==> src/rtl/ptc_pkg.sv <==
// Shared types and constants for the perceptron training controller.
// Build option: define PTC_WEIGHT_SAT_EN to saturate weight/bias updates
// instead of letting them wrap modulo 2^14.
package ptc_pkg;

  localparam int W_WIDTH    = 14;  // Q5.8 weights and bias
  localparam int X_WIDTH    = 7;   // Q3.4 sample features
  localparam int FRAC_ALIGN = 4;   // Q3.4 -> Q5.8 fraction alignment

  localparam logic [1:0]         SIGN_POS = 2'b01;
  localparam logic [1:0]         SIGN_NEG = 2'b11;
  localparam logic [W_WIDTH-1:0] ONE_Q58  = 14'd256;

  typedef enum logic [2:0] {
    IDLE, FETCH, LATCH, EVAL, UPDATE, NEXT, DONE
  } state_e;

  // Weight/bias update step: a +/- d, either saturating or wrapping.
  function automatic logic [W_WIDTH-1:0] upd_step(input logic [W_WIDTH-1:0] a,
                                                  input logic [W_WIDTH-1:0] d,
                                                  input logic               sub);
`ifdef PTC_WEIGHT_SAT_EN
    logic signed [W_WIDTH:0] s;
    s = sub ? ((W_WIDTH+1)'($signed(a)) - (W_WIDTH+1)'($signed(d)))
            : ((W_WIDTH+1)'($signed(a)) + (W_WIDTH+1)'($signed(d)));
    // One extra bit disagreeing with the sign bit means the result left range.
    if (s[W_WIDTH] != s[W_WIDTH-1])
      return s[W_WIDTH] ? {1'b1, {(W_WIDTH-1){1'b0}}} : {1'b0, {(W_WIDTH-1){1'b1}}};
    return s[W_WIDTH-1:0];
`else
    return sub ? (a - d) : (a + d);
`endif
  endfunction

endpackage

==> src/rtl/perceptron_eval.sv <==
// Combinational 2-input fixed-point perceptron classifier.
// yin = x1*w1 + x2*w2 + b, products realigned to Q5.8; the sum always wraps.
module perceptron_eval
  import ptc_pkg::*;
(
  input  logic signed [X_WIDTH-1:0] x1,
  input  logic signed [X_WIDTH-1:0] x2,
  input  logic signed [W_WIDTH-1:0] w1,
  input  logic signed [W_WIDTH-1:0] w2,
  input  logic signed [W_WIDTH-1:0] b,
  input  logic                      t,
  output logic [1:0]                sign,
  output logic                      mismatch
);

  logic signed [27:0]        prod1, prod2;
  logic        [W_WIDTH-1:0] yin;

  assign prod1 = 28'(x1) * 28'(w1);
  assign prod2 = 28'(x2) * 28'(w2);

  // Drop the 4 extra fraction bits of each product, keep bits [17:4].
  assign yin = 14'(prod1 >>> FRAC_ALIGN) + 14'(prod2 >>> FRAC_ALIGN) + b;

  assign sign     = yin[W_WIDTH-1] ? SIGN_NEG : SIGN_POS;
  assign mismatch = (sign[1] != t);

endmodule

==> src/rtl/perceptron_train_ctrl.sv <==
// Perceptron training sequencer: walks the sample store epoch by epoch,
// classifies each sample and applies the perceptron rule on a mismatch.
// Build option: PTC_WEIGHT_SAT_EN selects saturating weight updates.
module perceptron_train_ctrl
  import ptc_pkg::*;
#(
  parameter int N_SAMPLES = 4,
  parameter int MAX_EPOCH = 16,
  parameter int LR_SHIFT  = 0
) (
  input  logic               clk,
  input  logic               rst_n,
  input  logic               start,
  input  logic [W_WIDTH-1:0] init_w1,
  input  logic [W_WIDTH-1:0] init_w2,
  input  logic [W_WIDTH-1:0] init_b,
  output logic [7:0]         smp_addr,
  input  logic [X_WIDTH-1:0] smp_x1,
  input  logic [X_WIDTH-1:0] smp_x2,
  input  logic               smp_t,
  output logic [W_WIDTH-1:0] w1,
  output logic [W_WIDTH-1:0] w2,
  output logic [W_WIDTH-1:0] b,
  output logic               busy,
  output logic               done,
  output logic               converged,
  output logic [7:0]         epoch_cnt,
  output logic [7:0]         err_cnt
);

  state_e                    state_q, state_d;
  logic [W_WIDTH-1:0]        w1_q, w1_d, w2_q, w2_d, b_q, b_d;
  logic signed [X_WIDTH-1:0] x1_q, x1_d, x2_q, x2_d;
  logic                      t_q, t_d, mis_q, mis_d, neg_q, neg_d, conv_q, conv_d;
  logic [7:0]                addr_q, addr_d, epoch_q, epoch_d, err_q, err_d;
  logic [1:0]                sign_w;
  logic                      mis_w;
  logic signed [W_WIDTH-1:0] d1, d2;
  logic [W_WIDTH-1:0]        db;

  perceptron_eval u_eval (
    .x1(x1_q), .x2(x2_q), .w1(w1_q), .w2(w2_q), .b(b_q), .t(t_q),
    .sign(sign_w), .mismatch(mis_w)
  );

  // Learning-rate scaled deltas: features realigned to Q5.8, then shifted.
  assign d1 = (W_WIDTH'(x1_q) <<< FRAC_ALIGN) >>> LR_SHIFT;
  assign d2 = (W_WIDTH'(x2_q) <<< FRAC_ALIGN) >>> LR_SHIFT;
  assign db = ONE_Q58 >> LR_SHIFT;

  // Next-state and datapath updates for the training sequence.
  always_comb begin
    state_d = state_q;
    w1_d    = w1_q;
    w2_d    = w2_q;
    b_d     = b_q;
    x1_d    = x1_q;
    x2_d    = x2_q;
    t_d     = t_q;
    mis_d   = mis_q;
    neg_d   = neg_q;
    conv_d  = conv_q;
    addr_d  = addr_q;
    epoch_d = epoch_q;
    err_d   = err_q;
    case (state_q)
      IDLE: if (start) begin
        w1_d    = init_w1;
        w2_d    = init_w2;
        b_d     = init_b;
        epoch_d = '0;
        err_d   = '0;
        conv_d  = 1'b0;
        addr_d  = '0;
        state_d = FETCH;
      end
      FETCH: state_d = LATCH;
      LATCH: begin
        x1_d    = $signed(smp_x1);
        x2_d    = $signed(smp_x2);
        t_d     = smp_t;
        state_d = EVAL;
      end
      EVAL: begin
        mis_d   = mis_w;
        neg_d   = (sign_w == SIGN_NEG);
        state_d = UPDATE;
      end
      UPDATE: begin
        // On a mismatch the prediction is opposite to the target, so moving
        // away from the predicted sign is the perceptron rule (t=0 adds).
        if (mis_q) begin
          w1_d  = upd_step(w1_q, d1, !neg_q);
          w2_d  = upd_step(w2_q, d2, !neg_q);
          b_d   = upd_step(b_q,  db, !neg_q);
          err_d = (err_q == 8'hFF) ? err_q : err_q + 8'd1;
        end
        state_d = NEXT;
      end
      NEXT: begin
        if (addr_q != 8'(N_SAMPLES - 1)) begin
          addr_d  = addr_q + 8'd1;
          state_d = FETCH;
        end else begin
          epoch_d = epoch_q + 8'd1;
          if (err_q == 8'd0) begin
            conv_d  = 1'b1;
            state_d = DONE;
          end else if (epoch_q + 8'd1 == 8'(MAX_EPOCH)) begin
            conv_d  = 1'b0;
            state_d = DONE;
          end else begin
            addr_d  = '0;
            err_d   = '0;
            state_d = FETCH;
          end
        end
      end
      DONE:    state_d = IDLE;
      default: state_d = IDLE;
    endcase
  end

  // State and datapath registers, all cleared by reset.
  always_ff @(posedge clk or negedge rst_n) begin
    if (!rst_n) begin
      state_q <= IDLE;
      w1_q    <= '0;
      w2_q    <= '0;
      b_q     <= '0;
      x1_q    <= '0;
      x2_q    <= '0;
      t_q     <= 1'b0;
      mis_q   <= 1'b0;
      neg_q   <= 1'b0;
      conv_q  <= 1'b0;
      addr_q  <= '0;
      epoch_q <= '0;
      err_q   <= '0;
    end else begin
      state_q <= state_d;
      w1_q    <= w1_d;
      w2_q    <= w2_d;
      b_q     <= b_d;
      x1_q    <= x1_d;
      x2_q    <= x2_d;
      t_q     <= t_d;
      mis_q   <= mis_d;
      neg_q   <= neg_d;
      conv_q  <= conv_d;
      addr_q  <= addr_d;
      epoch_q <= epoch_d;
      err_q   <= err_d;
    end
  end

  assign smp_addr  = addr_q;
  assign w1        = w1_q;
  assign w2        = w2_q;
  assign b         = b_q;
  assign busy      = (state_q != IDLE) && (state_q != DONE);
  assign done      = (state_q == DONE);
  assign converged = conv_q;
  assign epoch_cnt = epoch_q;
  assign err_cnt   = err_q;

endmodule
==> config.mk <==
export PLATFORM = sky130hd
export DESIGN_NAME = perceptron_train_ctrl
export DESIGN_NICKNAME = d
export VERILOG_FILES = /design/src/rtl/ptc_pkg.sv /design/src/rtl/perceptron_eval.sv /design/src/rtl/perceptron_train_ctrl.sv
export SDC_FILE = /design/constraint.sdc
export NUM_CORES = 1
export LEC_CHECK = 0
export CORE_UTILIZATION = 55
export CTS_CLUSTER_SIZE = 16
export DETAILED_ROUTE_END_ITERATION = 6
export PLACE_DENSITY_LB_ADDON = 0.25
export SYNTH_ARGS = -nofsm -noshare
export SYNTH_HDL_FRONTEND = slang
export SYNTH_SLANG_ARGS = --single-unit
==> constraint.sdc <==
create_clock -name clk -period 11.7 [get_ports clk]
set_input_delay 1.17 -clock clk [delete_from_list [all_inputs] [get_ports clk]]
set_output_delay 1.17 -clock clk [all_outputs]
set_load 0.05 [all_outputs]
==> metrics.txt <==
status complete, no violations; remaining antenna violation count 0; # IOs 129; largest net degree at the start of global routing 53; antenna violations before repair 0; #FFs+latches synth 87; CTS sink cnt a little under 90; Core ar. 0.0205 mm2; CTS tree yes; number of fill cells in the layout 1686; maximum clock frequency around 130 MHz; Synth Net Count around 1.6k; setup TNS 0 ns; Critical Path RT 11.98 ns; CTS Buf Count 9; Max-Cap Viols 0; vias in the first global route roughly 9.6k; Avg WL per Cell 15.9 um; max incr delay on CP ~0.72 ns; vias around 9k; most frequent cells in the layout inv_1 (208), nand2_1 (155), fa_1 (141), clkdlybuf4s50_1 (127), and2_1 (113); Worst Reg2Reg Path Length in Cells 27; Die H 148 um; Die ar. 0.0218 mm2; Placer Congestion 0.850; mapped cell area 0.0117 mm2; Vias/cell 5.42; slowest CP cell dfrtp_1; Synth Area per Inst 8.79 um2; # setup viols final 0; CP Capture Type register; sequential-to-total area share from yosys stat 0.186; Post-synth EDFFs 0; Row Count 52; H-tree level count 3; fin. max-slew vios 0; cell mode on critical path fa_1; hpwl dp 20900 um; crit path time final between 7 and 8 ns; CTS hold repair buffers 0; Syn Inst Count ~1.3k; first drt pass iteration count 5; Min-Delay Path Depth 1; Max FO, Critical Path 18; Critical Path Start Type register; initial DRC count 489; first-pass GRT wire length between 40000 and 50000 um; Final Hold Vio Count 0; CP Data Arrival Time 7.95 ns; post-CTS sizing 0; DRC 0; Hold Path Class register to register; total wire length 27000 um; CTS Buffer Depth 2; I/O Buffers 128; Die X 148 um; Root Driver clkbuf_16; Final #Nets between 1.5k and 2k; Worst-Skew Late Latency around 0.36 ns; Setup CP Type register to register; Post-CTS Repair Setup Buffers 0; prevailing post-synth register cell dfrtp_1; GRT overflow 0; layout cells sized above 1 0.0335; Clock transition at path regs 0.08 ns; # diodes 0; Post-Route Skew 0.0126 ns; R2R setup slack 4.03 ns; async set-reset flop share out of synthesis 1.00; Initial Utilization 0.570; commonest non-fill, non-tap cell in the layout inv_1; Tcrit/Tclk final 0.655; max_slew headroom 0.220; worst-margin pin slew 1.17 ns; GRT Util Overall 0.264; RSZ-0062 raised after global routing false; unique cell type count in the Yosys netlist 65; yosys warns 0; Area Overhead vs Synth 15.5%
layer usage:
layer | GRT usage | wire, um | vias to the layer above
met3 | 0.0414 | 1370 | 42
met2 | 0.450 | 13000 | 214
met1 | 0.346 | 12100 | 4531
met5 | 0 | 0 | -
met4 | 0.0840 | 603 | 0
li1 | - | - | 4442
stage by stage:
stage          hold WS, ns  setup slack, ns  instance area, um2  cells  utilization
2_1_floorplan        0.483             4.72               11700   1328            -
3_3_place_gp         0.493             4.48               13200   1687        0.643
3_5_place_dp         0.493             4.11               13200   1687        0.643
4_1_cts              0.507             4.10               13500   1703        0.658
5_1_grt              0.521             3.62               13500   1703        0.658
6_report             0.511             4.03               13500   1703        0.658
state kept, by name, summed over array words and instances, names as in the netlist:
name	flops
epoch_cnt	8
x1_q	7
w2	14
w1	14
err_cnt	8
mis_q	1
smp_addr	8
converged	1
x2_q	7
neg_q	1
state_q	3
b	14
t_q	1
critical path, delay by kind of cell, from the launching register on:
family / cells / cell delay, ns
simple gates: 7 / 1.68
fa+ha+maj: 7 / 3.26
buf+inv: 3 / 0.15
xor+xnor: 4 / 0.78
compound gates: 6 / 1.02
flops: 1 / 0.72
kinds of logic (layout without fill, tap and decap cells):
logic type | count (synthesis) | after routing | share of synthesized area
mux | 19 | 19 | 0.0176
flops | 87 | 87 | 0.186
fa+ha+maj | 249 | 249 | 0.358
buf+inv | 251 | 356 | 0.0808
xor+xnor | 85 | 85 | 0.0650
simple gates | 440 | 440 | 0.189
compound gates | 197 | 197 | 0.104
cell type report:
class / count / area [um2] / area share
Clock inverter: 7 / 77.6 / 0.00576
Tap cell: 270 / 338 / 0.0251
Inverter: 209 / 785 / 0.0582
Sequential cell: 87 / 2180 / 0.162
Timing Repair Buffer: 131 / 1300 / 0.0965
Multi-Input combinational cell: 990 / 8580 / 0.636
Clock buffer: 9 / 225 / 0.0167
synthesized netlist by cell type (2+ instances only):
master,count,area share
mux2i_1,7,0.0060
nor2_1,67,0.022
a22oi_1,2,0.0013
o21bai_1,9,0.0058
a31oi_1,5,0.0027
o22a_1,4,0.0030
ha_1,108,0.12
o21ai_0,73,0.031
inv_1,208,0.067
clkbuf_1,40,0.013
nand3_1,21,0.0090
o21ai_1,2,0.00086
or3_1,2,0.0011
dfrtp_1,87,0.19
nor3_1,19,0.0081
o31ai_1,4,0.0026
and2_1,113,0.061
o21a_1,6,0.0039
a211oi_1,5,0.0032
a21oi_1,55,0.024
a21boi_0,2,0.0013
nor2b_1,10,0.0054
nand2b_1,16,0.0086
nand2_1,155,0.050
a2111o_1,2,0.0019
nand4_1,5,0.0027
nor4_1,4,0.0021
xnor2_1,52,0.039
mux2_2,12,0.012
and3_1,12,0.0064
xor2_1,32,0.024
or2_2,3,0.0016
and4_1,2,0.0015
nor3b_1,3,0.0019
o2111ai_1,2,0.0015
fa_1,141,0.24
o22ai_1,2,0.0011
a21o_1,9,0.0058
final timing paths:
path                                     startpoint                  endpoint
max                             x2_q[4]$_DFFE_PN0P_         mis_q$_DFFE_PN0N_
min in group asynchronous                     rst_n   smp_addr[2]$_DFFE_PN0P_
max reg2reg                     x2_q[4]$_DFFE_PN0P_         mis_q$_DFFE_PN0N_
min                        epoch_cnt[7]$_DFFE_PN0P_  epoch_cnt[7]$_DFFE_PN0P_
max in group asynchronous                     rst_n          b[8]$_DFFE_PN0P_
min reg2reg                epoch_cnt[7]$_DFFE_PN0P_  epoch_cnt[7]$_DFFE_PN0P_
Power is left out: the tool's default activity adds up to more than one toggle a clock period on the data nets, which glitch-free logic cannot reach.
